### config.mk
export PLATFORM = sky130hd
export DESIGN_NAME = uart_receive_flat
export DESIGN_NICKNAME = d
export VERILOG_FILES = /design/src/rtl/uart_receive_pkg.sv /design/src/rtl/uart_receive_if.sv /design/src/rtl/uart_receive_sync.sv /design/src/rtl/uart_receive.sv /design/src/flat_wrapper.sv
export SDC_FILE = /design/constraint.sdc
export NUM_CORES = 1
export LEC_CHECK = 0
export CAP_MARGIN = 20
export CORE_ASPECT_RATIO = 1.1
export CORE_MARGIN = 4
export CORE_UTILIZATION = 50
export CTS_CLUSTER_SIZE = 25
export DETAILED_ROUTE_END_ITERATION = 12
export GPL_TIMING_DRIVEN = 1
export MAX_ROUTING_LAYER = met4
export PLACE_DENSITY = 0.74
export SLEW_MARGIN = 20
export SYNTH_ARGS = -nofsm -noshare
export SYNTH_HDL_FRONTEND = slang
export SYNTH_SLANG_ARGS = --single-unit
### constraint.sdc
create_clock -name clk -period 2.1 [get_ports clk]
set_clock_uncertainty 0.05 [all_clocks]
set_input_delay 0.63 -clock clk [delete_from_list [all_inputs] [get_ports clk]]
set_output_delay 0.63 -clock clk [all_outputs]
set_load 0.03 [all_outputs]
### src/rtl/uart_receive_pkg.sv
// Shared types and line-level constants for the UART receiver.
package uart_receive_pkg;

   typedef enum logic [2:0] {
      IDLE      = 3'd0,
      START     = 3'd1,
      DATA      = 3'd2,
      STOP      = 3'd3,
      WAIT_IDLE = 3'd4
   } rx_state_t;

   localparam logic FRAME_START = 1'b0;
   localparam logic FRAME_STOP  = 1'b1;
   localparam logic LINE_IDLE   = 1'b1;

endpackage

### src/rtl/uart_receive_if.sv
// Word delivery channel of the UART receiver: data plus valid/ready handshake.
interface uart_receive_if #(
   parameter int unsigned D_WIDTH = 9
);
   logic [D_WIDTH-1:0] rx_data;
   logic               rx_valid;
   logic               rx_ready;

   modport master (output rx_data, output rx_valid, input rx_ready);
   modport slave  (input rx_data, input rx_valid, output rx_ready);
endinterface

### src/rtl/uart_receive_sync.sv
// Two-flop synchroniser for the asynchronous serial line; resets to the idle level.
module uart_receive_sync
   import uart_receive_pkg::*;
(
   input  logic clk,
   input  logic rst,
   input  logic d,
   output logic q
);

   logic meta;

   always_ff @(posedge clk or negedge rst) begin
      if (!rst) begin
         meta <= LINE_IDLE;
         q    <= LINE_IDLE;
      end else begin
         meta <= d;
         q    <= meta;
      end
   end

endmodule

### src/rtl/uart_receive.sv
// UART receiver: start validation, mid-bit sampling, framing/overrun detection and
// a one-entry holding register behind a valid/ready handshake.
module uart_receive
   import uart_receive_pkg::*;
#(
   parameter int unsigned D_WIDTH      = 9,
   parameter int unsigned CLKS_PER_BIT = 1
)(
   input  logic           clk,
   input  logic           rst,
   input  logic           rx,
   uart_receive_if.master rx_bus,
   output logic           rx_busy,
   output logic           frame_err,
   output logic           overrun_err
);

   localparam int unsigned HALF    = (CLKS_PER_BIT - 1) / 2;
   localparam int unsigned T_WIDTH = $clog2(CLKS_PER_BIT + 1);
   localparam int unsigned N_WIDTH = $clog2(D_WIDTH + 1);

   localparam logic [T_WIDTH-1:0] TMR_LAST = T_WIDTH'(CLKS_PER_BIT - 1);
   localparam logic [T_WIDTH-1:0] TMR_HALF = T_WIDTH'(HALF);
   localparam logic [T_WIDTH-1:0] TMR_ONE  = T_WIDTH'(1);
   localparam logic [N_WIDTH-1:0] IDX_LAST = N_WIDTH'(D_WIDTH - 1);
   localparam logic [N_WIDTH-1:0] IDX_ONE  = N_WIDTH'(1);

   rx_state_t          state, state_nxt;
   logic [T_WIDTH-1:0] tmr, tmr_nxt;
   logic [N_WIDTH-1:0] idx, idx_nxt;
   logic [D_WIDTH-1:0] shreg, shreg_nxt;
   logic               rx_s;

   logic               stop_sample_c;
   logic               good_stop_c;
   logic               frame_err_c;
   logic               busy_nxt_c;

   logic [D_WIDTH-1:0] data_q;
   logic               valid_q;

   uart_receive_sync u_sync (
      .clk (clk),
      .rst (rst),
      .d   (rx),
      .q   (rx_s)
   );

   // State register with bit timer, bit index and shift register
   always_ff @(posedge clk or negedge rst) begin
      if (!rst) begin
         state <= IDLE;
         tmr   <= '0;
         idx   <= '0;
         shreg <= '0;
      end else begin
         state <= state_nxt;
         tmr   <= tmr_nxt;
         idx   <= idx_nxt;
         shreg <= shreg_nxt;
      end
   end

   // Next-state and datapath update
   always_comb begin
      state_nxt = state;
      tmr_nxt   = tmr;
      idx_nxt   = idx;
      shreg_nxt = shreg;
      unique case (state)
         IDLE: begin
            if (rx_s == FRAME_START) begin
               idx_nxt = '0;
               if (HALF == 0) begin
                  state_nxt = DATA;
                  tmr_nxt   = '0;
               end else begin
                  // The detection edge counts as the first cycle of the start bit
                  state_nxt = START;
                  tmr_nxt   = TMR_ONE;
               end
            end
         end
         START: begin
            if (tmr == TMR_HALF) begin
               tmr_nxt   = '0;
               state_nxt = (rx_s == FRAME_START) ? DATA : IDLE;
            end else begin
               tmr_nxt = tmr + TMR_ONE;
            end
         end
         DATA: begin
            if (tmr == TMR_LAST) begin
               tmr_nxt   = '0;
               idx_nxt   = idx + IDX_ONE;
               shreg_nxt = D_WIDTH'({rx_s, shreg} >> 1);
               if (idx == IDX_LAST) begin
                  state_nxt = STOP;
               end
            end else begin
               tmr_nxt = tmr + TMR_ONE;
            end
         end
         STOP: begin
            if (tmr == TMR_LAST) begin
               tmr_nxt   = '0;
               state_nxt = (rx_s == FRAME_STOP) ? IDLE : WAIT_IDLE;
            end else begin
               tmr_nxt = tmr + TMR_ONE;
            end
         end
         WAIT_IDLE: begin
            if (rx_s == LINE_IDLE) begin
               state_nxt = IDLE;
            end
         end
         default: begin
            state_nxt = IDLE;
            tmr_nxt   = '0;
            idx_nxt   = '0;
         end
      endcase
   end

   // Stop-bit decisions feeding the registered outputs
   always_comb begin
      stop_sample_c = 1'b0;
      good_stop_c   = 1'b0;
      frame_err_c   = 1'b0;
      busy_nxt_c    = (state_nxt != IDLE);
      if (state == STOP && tmr == TMR_LAST) begin
         stop_sample_c = 1'b1;
         good_stop_c   = (rx_s == FRAME_STOP);
         frame_err_c   = (rx_s != FRAME_STOP);
      end
   end

   // Holding register, handshake and status flags
   always_ff @(posedge clk or negedge rst) begin
      if (!rst) begin
         data_q      <= '0;
         valid_q     <= 1'b0;
         rx_busy     <= 1'b0;
         frame_err   <= 1'b0;
         overrun_err <= 1'b0;
      end else begin
         rx_busy     <= busy_nxt_c;
         frame_err   <= frame_err_c;
         overrun_err <= good_stop_c && valid_q && !rx_bus.rx_ready;
         if (good_stop_c && (!valid_q || rx_bus.rx_ready)) begin
            data_q  <= shreg;
            valid_q <= 1'b1;
         end else if (valid_q && rx_bus.rx_ready) begin
            valid_q <= 1'b0;
         end
      end
   end

   assign rx_bus.rx_data  = data_q;
   assign rx_bus.rx_valid = valid_q;

endmodule
### src/flat_wrapper.sv
// flat-port wrapper written by rule: the top's interface ports become plain ports
module uart_receive_flat import uart_receive_pkg::*;
#(
   parameter int unsigned D_WIDTH      = 9,
   parameter int unsigned CLKS_PER_BIT = 1
)
  (clk, rst, rx, rx_busy, frame_err, overrun_err, rx_bus_rx_data, rx_bus_rx_valid, rx_bus_rx_ready);
  uart_receive_if #(.D_WIDTH(D_WIDTH)) rx_bus_i ();
  input  logic clk;
  input  logic rst;
  input  logic rx;
  output logic rx_busy;
  output logic frame_err;
  output logic overrun_err;
  output wire logic [$bits(rx_bus_i.rx_data)-1:0] rx_bus_rx_data;
  output wire logic [$bits(rx_bus_i.rx_valid)-1:0] rx_bus_rx_valid;
  input wire logic [$bits(rx_bus_i.rx_ready)-1:0] rx_bus_rx_ready;
  assign rx_bus_rx_data = rx_bus_i.rx_data;
  assign rx_bus_rx_valid = rx_bus_i.rx_valid;
  assign rx_bus_i.rx_ready = rx_bus_rx_ready;
  uart_receive #(.D_WIDTH(D_WIDTH), .CLKS_PER_BIT(CLKS_PER_BIT)) u_core (.clk(clk), .rst(rst), .rx(rx), .rx_bus(rx_bus_i), .rx_busy(rx_busy), .frame_err(frame_err), .overrun_err(overrun_err));
endmodule
==> impl_metrics.yaml, run 1 <==
logic_synthesis:
  synth_nets: 97
  yosysSeqAreaShare_pct: 62.3
  synth.area.mux_share_pct: 17.1
  synth_edf_count: 0
  netlist.area_leader.share_pct: 58.1
  yosys_warnings: 0
  synth_largest_area_cell: "dfrtp_1"
  yosys-top-cells-area: "dfrtp_1, mux2_2, dfstp_2, nor2b_1, ha_1"
  yosysUniqueCellTypes: 27
  synth_common_cells: "dfrtp_1, mux2_2, nand3_1, nor2b_1"
  ys_seq_elements: 31
  synth_top_family_by_area: "multiplexers"
  syn_inst: 91
  synth_xor_xnor_area_share_pct: 0
  synth_adder_area_share_pct: 2.00
  syn_avg_cell_area_um2: 13.7
  async_flop_share_pct: 100
  yosysMostFrequentCell: "dfrtp_1"
  synth-simple-area-share_pct: 12.6
  synthesis.area_um2: 1250
  synth-compound-area-share_pct: 3.50
  ys_dominant_reg_cell: "dfrtp_1"
route:
  vias_per_cell: 5.13
  vias: 744
  post_drt_wl_per_cell_um: 13.6
  firstDrtPassIters: 5
  wl_met3_um: 137
  ant_nets: 0
  finalWirelength_um: 1970
  wl_met2_um: 906
  drc_errors: 0
  dr.first_iter.drc_count: 41
  drt-met1-wl_um: 894
  highest_layer: "met4"
setup_path:
  r2r-start: "u_core.state[2]"
  rr_worst_depth: 4
  cpPeakStageDelay_ns: 0.67
  cp-end-kind: "output port"
  arrival_ns: 1.36
  path_class: "flop to output port"
  cp_top_family: "buffers and inverters"
  crit_slowest_cell: "clkdlybuf4s50_1"
  cp-endpoint: "rx_bus_rx_data[1]"
  required_ns: 1.42
  cp-start-kind: "flop"
  critPathLaunch: "u_core.rx_bus.rx_data[1]"
  crit_cells: 1
  rrSetupSlack_ns: 0.49
  path_buf_inv: 1
  crit_fanout: 2
  cp_cell_sequence: "clkdlybuf4s50_1"
  r2r_end: "u_core.rx_bus.rx_data[7]"
timing:
  setup_viol: 0
  relSlewSlack_pct: 75.2
  slew_violations: 0
  grt_setup_unrepaired: "false"
  finalCritPeriodShare_pct: 97.0
  final.min_clock_period_ns: 2.04
  finalHoldViolations: 0
  finalSetupTns_ns: 0
  fmax_mhz: 491
  tightestPinTransition_ns: 0.373
floorplan:
  die-width_um: 55.7
  core_um2: 2320
  die_h_um: 60.4
  top_level_ports: 17
  dieArea_um2: 3360
  rows: 18
  start_util_pct: 53.9
clock_network:
  cts_tree: "yes"
  root_buffer: "clkbuf_4"
  htree_levels: 2
  cts_buffers: 5
  clock-sinks: 31
  clock_latency_ns: 0.33
  clkTransAtPathRegs_ns: 0.10
  clk_path_buf_depth: 2
  postCtsSetupBuffers: 0
finish:
  stdcell_count: 145
  multi_input_area_um2: 440
  diodes: 0
  seqCellArea_um2: 778
  layout.nets: 120
  syn_to_final_growth_pct: 23.8
  nFillCells: 175
  drive_gt1_share_pct: 28.7
place:
  portBuffers: 16
  gp_congestion: 0.821
  hpwl_um: 1290
  place_inst: 137
worst_hold_path:
  hold_class: "flop to flop"
  min_from: "u_core.u_sync.meta"
run_status:
  status: "complete, no violations"
global_route:
  grt_max_degree: 32
  grt_pass1_wl_um: 3340
  overflow: 0
  track_usage_pct: 14.2
  grt_pass1_vias: 703
  antenna_found_initial: 0
pwr:
  vdd_drop_max_mv: 1.23
  powerDensity_nw_per_um2: 1600
  p_leak_nw: 0.759
job:
  max-cap-violations: 0
## report_power, final
part	internal, W	switching, W	total, W	leakage (nW)
registers	0.000845	0.000176	0.00102	0.375
clock network	0.000281	0.000207	0.000488	0.0482
logic	0.000510	0.000464	0.000974	0.335
total	0.00164	0.000847	0.00248	0.759
## registers in the layout, indices dropped and copies added, names as in the netlist
name and count:
u_core.frame_err 1, u_core.idx 4, u_core.overrun_err 1, u_core.rx_bus.rx_data 9, u_core.rx_bus.rx_valid 1, u_core.rx_busy 1, u_core.shreg 9, u_core.state 3
u_core.u_sync.meta 1, u_core.u_sync.q 1
## metrics by stage
step                hold slack [ns]  worst slack [ns]  util (%)  power, W  instance area [um^2]
floorplan                     0.284             0.574         -   0.00171                  1250
global placement              0.296            0.0544      62.4   0.00201                  1450
detailed placement            0.298            0.0168      62.4   0.00203                  1450
CTS                           0.311            0.0213      66.1   0.00253                  1530
global route                  0.311           0.00753      66.7   0.00265                  1550
finish                        0.310            0.0632      66.7   0.00248                  1550
## cells by family (layout without fill, tap and decap cells)
logic type,after synthesis,count (layout)
buffers and inverters,5,29
adders and majority gates,2,2
muxes,19,19
AOI/OAI and AO/OA,6,6
and+or+nand+nor,28,28
DFF,31,31
## layout make-up
class / count / share of cell area (%)
clock inverter: 2 / 2.26
clock buffer: 6 / 3.31
multi-input combinational: 55 / 28.5
tap: 30 / 2.43
inverter: 2 / 0.485
timing repair buffer: 19 / 12.8
sequential: 31 / 50.3
## timing repair
item,4_1_cts,5_1_grt
setup endpoints to repair,0,6
hold buffers,0,0
hold endpoints to repair,0,0
resized for setup,0,6
## worst register-to-register path, stage by stage, from the launching register on
cell      delay, ns
dfrtp_1        0.51
nand4b_1       0.27
nor2b_1        0.14
buf_4          0.19
mux2_2         0.35
## worst min-delay path by stage
stage                       endpoint  cells past startpoint
global route         u_core.u_sync.q                      0
global placement     u_core.u_sync.q                      0
finish               u_core.u_sync.q                      0
CTS                  u_core.u_sync.q                      0
floorplan           u_core.frame_err                      0
detailed placement   u_core.u_sync.q                      0
## routing by layer
| metal | vias up | GRT usage [%] |
|---|---|---|
| met3 | 4 | 6.81 |
| li1 | 365 | - |
| met2 | 24 | 19.8 |
| met4 | 0 | 7.29 |
| met5 | - | - |
| met1 | 351 | 17.2 |
## layout by cell type, fill, tap and decap left out, types with 2 or more instances in the layout
| cell | synthesis | routed |
|---|---|---|
| dfrtp_1 | 29 | 29 |
| mux2_2 | 19 | 19 |
| clkdlybuf4s50_1 | 0 | 10 |
| dlymetal6s2s_1 | 0 | 6 |
| nor2b_1 | 5 | 5 |
| nand3_1 | 5 | 5 |
| clkbuf_4 | 0 | 5 |
| nand2_1 | 4 | 4 |
| nor2_1 | 4 | 4 |
| buf_4 | 1 | 3 |
| inv_1 | 2 | 2 |
| nand2b_1 | 2 | 2 |
| ha_1 | 2 | 2 |
| dfstp_2 | 2 | 2 |
No activity file was read; power rests on OpenSTA's default activity.
==> inputs of run 2 (changes only) <==
- GPL_TIMING_DRIVEN: 1 -> 0
==> impl_metrics.yaml, run 2 (synthesis gave the netlist of run 1 again) <==
finish:
  final_cell_mix: "dfrtp_1, mux2_2, clkdlybuf4s50_1"
  layout_commonest_cell: "dfrtp_1"
  diodes: 0
  multi_input_area_um2: 440
  syn_to_final_growth_pct: 22.5
  layout.nets: 120
  fin_area_um2: 1530
  stdcell_count: 145
  nFillCells: 176
  seqCellArea_um2: 778
  drive_gt1_share_pct: 29.6
clock_network:
  clk_path_buf_depth: 2
  clock_latency_ns: 0.32
  cts_tree: "yes"
  clock-sinks: 31
  clkTransAtPathRegs_ns: 0.09
  root_buffer: "clkbuf_4"
  cts_buffers: 5
  htree_levels: 2
  cts_hold_buf: 0
timing:
  fmax_mhz: 493
  hold_ws_ns: 0.268
  final.min_clock_period_ns: 2.03
  setup_viol: 0
  slew_violations: 0
  layout_setup_ws_ns: 0.0713
  finalHoldViolations: 0
  grt_setup_unrepaired: "false"
  relSlewSlack_pct: 56.5
  finalCritPeriodShare_pct: 96.6
  tightestPinTransition_ns: 0.653
route:
  post_drt_wl_per_cell_um: 13.5
  finalWirelength_um: 1950
  ant_nets: 0
  vias_per_cell: 5.16
  drc_errors: 0
  vias: 748
  firstDrtPassIters: 4
  dr.first_iter.drc_count: 14
pwr:
  power_frac_comb_pct: 40.0
  p_seq_share_pct: 40.8
  vdd_drop_max_mv: 1.17
  p_sw_w: 0.000833
  p_int_w: 0.00165
  pwr-share-clk_pct: 19.2
  powerDensity_nw_per_um2: 1620
  p_sw_share_pct: 33.5
  p_leak_nw: 0.706
global_route:
  grt_pass1_vias: 752
  overflow: 0
  track_usage_pct: 13.9
  grt_max_degree: 32
  antenna_found_initial: 0
  grt_pass1_wl_um: 3390
floorplan:
  dieArea_um2: 3360
  die_h_um: 60.4
  rows: 18
  top_level_ports: 17
  die-width_um: 55.7
  core_um2: 2320
  start_util_pct: 53.9
place:
  hpwl_um: 1350
  gp_congestion: 0.797
  portBuffers: 16
  place_inst: 137
  place_area_um2: 1440
  place_ws_ns: 0.0125
setup_path:
  crit_slowest_cell: "clkdlybuf4s50_1"
  required_ns: 1.42
  cp_top_family: "buffers and inverters"
  cpPeakStageDelay_ns: 0.67
  r2r_end: "u_core.rx_bus.rx_data[6]"
  rrSetupSlack_ns: 0.56
  path_class: "flop to output port"
  path_buf_inv: 1
  rr_worst_depth: 4
  crit_fanout: 2
  cp_cell_sequence: "clkdlybuf4s50_1"
  cp-start-kind: "flop"
  r2r-start: "u_core.u_sync.q"
  cp-end-kind: "output port"
  arrival_ns: 1.35
  critPathLaunch: "u_core.rx_bus.rx_data[8]"
job:
  max-cap-violations: 0
run_status:
  status: "complete, no violations"
worst_hold_path:
  hold_class: "input pin to async pin"
-- run 2: cell types whose count changed in the layout (fill, tap and decap cells not counted) --
cell             before  now
dlymetal6s2s_1        6    1
clkdlybuf4s50_1      10   14
buf_2                 0    2
buf_4                 3    1
buf_6                 0    1
-- run 2: per-layer routing --
| metal | wire length, um | GRT usage [%] |
|---|---|---|
| met5 | 0 | - |
| met4 | 55 | 9.38 |
| met3 | 88 | 4.89 |
| met2 | 907 | 21.3 |
| met1 | 903 | 15.6 |
-- run 2: final cells by class --
class,instances,share of cell area (%)
timing repair buffer,16,10.3
multi-input combinational,55,28.8
clock inverter,2,2.29
tap,30,2.45
buffer,3,1.55
sequential,31,50.8
inverter,2,0.490
clock buffer,6,3.35
-- run 2: power groups by stage --
stage	sequential, W	clock, W	combinational, W
finish	0.00101	0.000476	0.000996
floorplan	0.00118	0	0.000528
CTS	0.00102	0.000496	0.00101
global route	0.00106	0.000517	0.00107
global placement	0.00101	0	0.000990
detailed placement	0.00103	0	0.00101
-- run 2: timing repair --
| item | 4_1_cts | 5_1_grt |
|---|---|---|
| gates resized for setup | 0 | 1 |
| endpoints found under the setup margin | 0 | 1 |
| setup buffers | 0 | 0 |
| endpoints found under the hold margin | 0 | 0 |
-- run 2: worst max path at each step --
stage          slack [ns]                       end  cells after the start
2_1_floorplan        0.57  u_core.rx_bus.rx_data[0]                      4
3_3_place_gp        -0.17  u_core.rx_bus.rx_data[5]                      1
3_5_place_dp         0.01  u_core.rx_bus.rx_data[6]                      5
4_1_cts              0.02           rx_bus_rx_valid                      1
5_1_grt              0.01         rx_bus_rx_data[8]                      1
6_report             0.07         rx_bus_rx_data[8]                      1
-- run 2: through the flow --
stage	setup TNS, ns	total power, W	utilization, %
6_report	0	0.00249	66.0
5_1_grt	0	0.00265	66.0
4_1_cts	0	0.00253	65.9
3_5_place_dp	0	0.00204	62.2
3_3_place_gp	-4.92	0.00201	62.4
2_1_floorplan	0	0.00171	-
==> RTL change 1 (flow settings as in run 1) <==
Remove the register `frame_err`: a continuous assignment takes its place, so the output `frame_err` follows one clock earlier.
--- a/src/rtl/uart_receive.sv
+++ b/src/rtl/uart_receive.sv
@@ -141,11 +141,9 @@
          data_q      <= '0;
          valid_q     <= 1'b0;
          rx_busy     <= 1'b0;
-         frame_err   <= 1'b0;
          overrun_err <= 1'b0;
       end else begin
          rx_busy     <= busy_nxt_c;
-         frame_err   <= frame_err_c;
          overrun_err <= good_stop_c && valid_q && !rx_bus.rx_ready;
          if (good_stop_c && (!valid_q || rx_bus.rx_ready)) begin
             data_q  <= shreg;
@@ -156,6 +154,8 @@
       end
    end
 
+   assign frame_err = frame_err_c;
+
    assign rx_bus.rx_data  = data_q;
    assign rx_bus.rx_valid = valid_q;
 
Behaviour: same outputs for any inputs over 10 cycles, from zero or initial values and one cycle with rst low; that may be too few to reach the edited logic, so the function may still have changed.
==> RTL change 1 against run 1 <==
- total power is 5.5% higher
- critical path depth unchanged
- worst hold slack about the same
- final area increased by 4.1%
- sequential cell count is 1 lower
- global-route usage rose by 0.15 points
- clock power decreased by 7.4%
- die area rose by 5.1%
- via count rose by 3.4%
- combinational power up 17%
- routed wire length rose by 6.2%
- area after synthesis rose by 5.9%
- worst setup slack got worse by 0.020 ns
==> RTL change 1: results (changes against run 1) <==
pwr:
  intPower_w: 0.00172  # +5.0%
  p_leak_nw: 0.811  # +6.9%
  irDropWorstVdd_uv: 1200  # -3.0%
yosys:
  synth_compound_area_share_pct: 3.12  # -0.38 points
  synth-async-reset-ratio_pct: 100  # unchanged
  yosys-top-cells-area: "dfrtp_1, mux2_4, dfstp_2"
  synth.area.mux_share_pct: 21.0  # +3.9 points
  synthAdderAreaFrac_pct: 1.89  # -0.11 points
  ys_seq_area_share_pct: 56.9  # -5.4 points
  synthDistinctLibCells: 30  # +11%
  synthTopCellsByCount: "dfrtp_1, mux2_4"
detailed_routing:
  vias: 769  # +3.4%
  drtIter0Drc: 29  # -29%
  wire_per_inst_um: 14.3  # +5.4%
  first_pass_iters: 4  # -1
layout:
  seqCellArea_um2: 756  # -2.9%
  buf_share_pct: 13.0  # +0.27 points
  clockNetworkAreaShare_pct: 4.81  # -0.76 points
  layout-drive-gt1-share_pct: 34.8  # +6.1 points
  multi_input_area_share_pct: 32.4  # +3.9 points
  num-nonclk-buffers: 20  # +1
  fillerInstances: 209  # +19%
  numSequentialCells: 30  # -3.2%
  antenna_cells: 0  # unchanged
global_routing:
  met3_usage_pct: 6.20  # -0.61 points
  grt_pass1_wl_um: 3550  # +6.2%
  met2_usage_pct: 18.8  # -1.0 points
  grt_util_all_layers_pct: 14.4  # +0.15 points
  grt_pass1_vias: 751  # +6.8%
  gr-usage-met1_pct: 18.4  # +1.1 points
  grt_max_degree: 31  # -3.1%
die:
  core-area_um2: 2520  # +8.6%
placement:
  preCtsSetupSlack_ns: 0.0582  # +0.0415 ns
  dp_hpwl_um: 1400  # +8.8%
  place.gp.congestion: 0.824  # +0.41%
clock_network:
  post_cts_buffers: 1  # +1
  clk_pin_slew_ns: 0.10  # about the same
  cts_resized: 3  # +3
  numCtsBuffers: 5  # unchanged
critical_path:
  path_delay_family: "buffers and inverters"
  cp-endpoint: "rx_bus_rx_data[1]"
  crit_arrival_ns: 1.38  # +0.02 ns
  rr_startpoint: "u_core.state[2]"
  worst_path_max_delay_cell: "clkdlybuf4s50_1"
  r2r-end: "u_core.rx_bus.rx_data[6]"
  reg2regPathDepth: 5  # +1
timing:
  tightest_slew_ns: 0.363  # -0.00909 ns
  finalCriticalPeriod_ns: 2.06  # +0.0202 ns
  timing.hold.ws_ns: 0.310  # +0.000209 ns
min_path:
  holdCritPathClass: "reg -> reg"
outcome:
  run_status: "finished clean"
[RTL change 1: per-stage QoR]
stage,cell area [um^2],cells,utilization [%]
global route,1610,146,64.0
CTS,1600,146,63.4
detailed placement,1510,137,60.1
global placement,1510,137,60.1
floorplan,1320,91,-
finish,1610,146,64.0
[RTL change 1: layer usage]
layer	up-vias	share of wire, %
met4	0	2.4
met2	29	43
met5	-	0
li1	361	-
met3	7	7.0
met1	372	47
[RTL change 1: logic make-up (layout without fill, tap and decap cells)]
logic type | Yosys count | in the layout
mux | 19 | 19
simple gates | 28 | 28
buf+inv | 6 | 30
fa+ha+maj | 2 | 2
compound gates | 6 | 6
flops | 30 | 30
[RTL change 1: power by group through the flow]
stage	Sequential, W	Combinational, W	Clock, W
global route	0.00107	0.00123	0.000490
detailed placement	0.00105	0.00115	0
CTS	0.00103	0.00116	0.000469
finish	0.00103	0.00114	0.000452
global placement	0.00103	0.00113	0
floorplan	0.00116	0.000726	0
==> RTL change 2 (settings of run 1) <==
Made on the original files. `D_WIDTH` is set to 9 in 3 places; all go to 18.
--- a/src/rtl/uart_receive_if.sv
+++ b/src/rtl/uart_receive_if.sv
@@ -1,6 +1,6 @@
 // Word delivery channel of the UART receiver: data plus valid/ready handshake.
 interface uart_receive_if #(
-   parameter int unsigned D_WIDTH = 9
+   parameter int unsigned D_WIDTH = 18
 );
    logic [D_WIDTH-1:0] rx_data;
    logic               rx_valid;
--- a/src/rtl/uart_receive.sv
+++ b/src/rtl/uart_receive.sv
@@ -3,7 +3,7 @@
 module uart_receive
    import uart_receive_pkg::*;
 #(
-   parameter int unsigned D_WIDTH      = 9,
+   parameter int unsigned D_WIDTH      = 18,
    parameter int unsigned CLKS_PER_BIT = 1
 )(
    input  logic           clk,
--- a/src/flat_wrapper.sv
+++ b/src/flat_wrapper.sv
@@ -1,7 +1,7 @@
 // flat-port wrapper written by rule: the top's interface ports become plain ports
 module uart_receive_flat import uart_receive_pkg::*;
 #(
-   parameter int unsigned D_WIDTH      = 9,
+   parameter int unsigned D_WIDTH      = 18,
    parameter int unsigned CLKS_PER_BIT = 1
 )
   (clk, rst, rx, rx_busy, frame_err, overrun_err, rx_bus_rx_data, rx_bus_rx_valid, rx_bus_rx_ready);
Ports: changed (resized rx_bus_rx_data); port bits go from 17 to 26. The function was not compared with the original's and may differ.
==> RTL change 2 against run 1 <==
- area after synthesis grew 61%
- via count grew 64%
- routed wire length rose by 69%
- non-clock buffer count up 11
- die area rose by 52%
- sequential share of layout area increased by 1.3 points
- worst setup slack improved by 0.021 ns
- sequential cell count rose by 19
- total power grew 56%
- final area is 57% higher
- critical endpoint is now rx_bus_rx_data[16]
- highest routed layer unchanged
==> RTL change 2: results (changes against run 1) <==
outcome:
  run_status: "finished clean"
yosys:
  syn_avg_cell_area_um2: 12.5  # -9.4%
  synthTopCellsByCount: "nand2_1, dfrtp_1, mux2_4"
  synthDistinctLibCells: 33  # +22%
  ys_seq_area_share_pct: 62.2  # -0.10 points
  synth_ff_type: "dfrtp_1"
  yosys-top-cells-area: "dfrtp_1, nand2_1, mux2_4"
  synth-async-reset-ratio_pct: 100  # unchanged
  syn_nets: 168  # +73%
  yosysWarnings: 0  # unchanged
timing:
  slew_headroom_pct: 68.4  # -6.8 points
pwr:
  swShare_pct: 36.9  # +2.8 points
  p_leak_nw: 1.17  # +54%
  irDropWorstVdd_uv: 763  # -38%
critical_path:
  path_delay_family: "buffers and inverters"
  reg2regPathDepth: 4  # unchanged
  r2r-end: "u_core.shreg[17]"
  crit_fanout: 2  # unchanged
  reg2reg_slack_ns: 0.45  # -0.04 ns
  crit_arrival_ns: 1.34  # -0.02 ns
  rr_startpoint: "u_core.state[0]"
  critical_path.max_stage_delay_ns: 0.67  # about the same
  worst_path_max_delay_cell: "clkdlybuf4s50_1"
placement:
  place.gp.congestion: 0.769  # -6.3%
  preCtsSetupSlack_ns: -0.00677  # -0.0235 ns
  dp_hpwl_um: 2270  # +76%
  numPortBuffers: 25  # +9
min_path:
  holdCritPathClass: "in -> async"
detailed_routing:
  first_pass_iters: 6  # +1
  drtIter0Drc: 86  # +110%
  wire_per_inst_um: 13.6  # +0.23%
  vias: 1219  # +64%
clock_network:
  numCtsBuffers: 5  # unchanged
  post_cts_buffers: 0  # unchanged
  htreeDepth: 2  # unchanged
  clkLatencyLatePin_ns: 0.30  # -0.03 ns
  cts_root_buffer: "clkbuf_8"
  cts_resized: 0  # unchanged
  cts.path.max_buffers: 2  # unchanged
  clk_pin_slew_ns: 0.09
layout:
  fillerInstances: 299  # +71%
  antenna_cells: 0  # unchanged
  layout-drive-gt1-share_pct: 21.1  # -7.6 points
  final_cells: 244  # +68%
  nNetsFinal: 199  # +66%
global_routing:
  antenna_found_initial: 0  # unchanged
  grt_util_all_layers_pct: 15.7  # +1.5 points
  grt_pass1_wl_um: 5750  # +72%
  grt_max_degree: 51  # +59%
  grt_pass1_vias: 1262  # +80%
job:
  maxCapViolCount: 0  # unchanged
==> RTL change 2: cell types whose count changed after synthesis, sizes merged, moves of 2 or more <==
cell and delta:
nand2 +52, dfrtp +19, nand3 -3, nor2 -3, nor2b -3, a21oi +2
or3b +2, buf +3
==> RTL change 2: power by group through the flow <==
stage	Clock, W	Combinational, W	Sequential (W)
2_1_floorplan	0	0.000730	0.00196
3_3_place_gp	0	0.00152	0.00165
3_5_place_dp	0	0.00157	0.00169
4_1_cts	0.000671	0.00158	0.00167
5_1_grt	0.000710	0.00168	0.00172
6_report	0.000652	0.00155	0.00166
==> RTL change 2: kinds of logic after synthesis <==
logic type                 count (synthesis)  synth area share [%]
buffers and inverters                      7                  3.04
xor gates and xnor gates                   1                 0.434
AOI/OAI and AO/OA                          8                  2.92
DFF                                       50                  62.2
muxes                                     20                  13.0
adders and majority gates                  2                  1.24
and+or+nand+nor                           74                  17.2
==> RTL change 2: final cells by class <==
| type | instances | area share, % |
|---|---|---|
| inverter | 1 | 0.154 |
| clock inverter | 3 | 1.65 |
| timing repair buffer | 30 | 12.1 |
| multi-input combinational | 105 | 29.1 |
| tap | 50 | 2.57 |
| clock buffer | 5 | 2.83 |
| sequential | 50 | 51.6 |
==> RTL change 2: through the flow <==
step | util, % | setup TNS [ns] | power, W | instance area, um^2 | hold WS [ns]
2_1_floorplan | - | 0 | 0.00269 | 2020 | 0.284
3_3_place_gp | 61.6 | 0 | 0.00318 | 2320 | 0.300
3_5_place_dp | 61.6 | -0.0366 | 0.00326 | 2320 | 0.298
4_1_cts | 64.5 | 0 | 0.00391 | 2430 | 0.259
5_1_grt | 64.5 | 0 | 0.00411 | 2430 | 0.271
6_report | 64.5 | 0 | 0.00386 | 2430 | 0.247
==> RTL change 2: metal layers <==
layer	GRT usage [%]	share of wire, %
met1	20.6	46
met2	23.4	48
met3	4.48	3.9
met4	5.30	1.7
met5	-	0
==> RTL change 2: worst max-delay path by stage <==
stage	cells after the start	slack [ns]	from	endpoint
after floorplan	5	0.43	rx_bus_rx_ready	u_core.rx_bus.rx_data[10]
after global placement	5	0.009	rx_bus_rx_ready	u_core.rx_bus.rx_data[9]
after detailed placement	5	-0.007	rx_bus_rx_ready	u_core.rx_bus.rx_data[12]
after CTS	1	0.07	u_core.rx_bus.rx_data[12]	rx_bus_rx_data[12]
after global routing	1	0.02	u_core.rx_bus.rx_data[16]	rx_bus_rx_data[16]
final	1	0.08	u_core.rx_bus.rx_data[16]	rx_bus_rx_data[16]
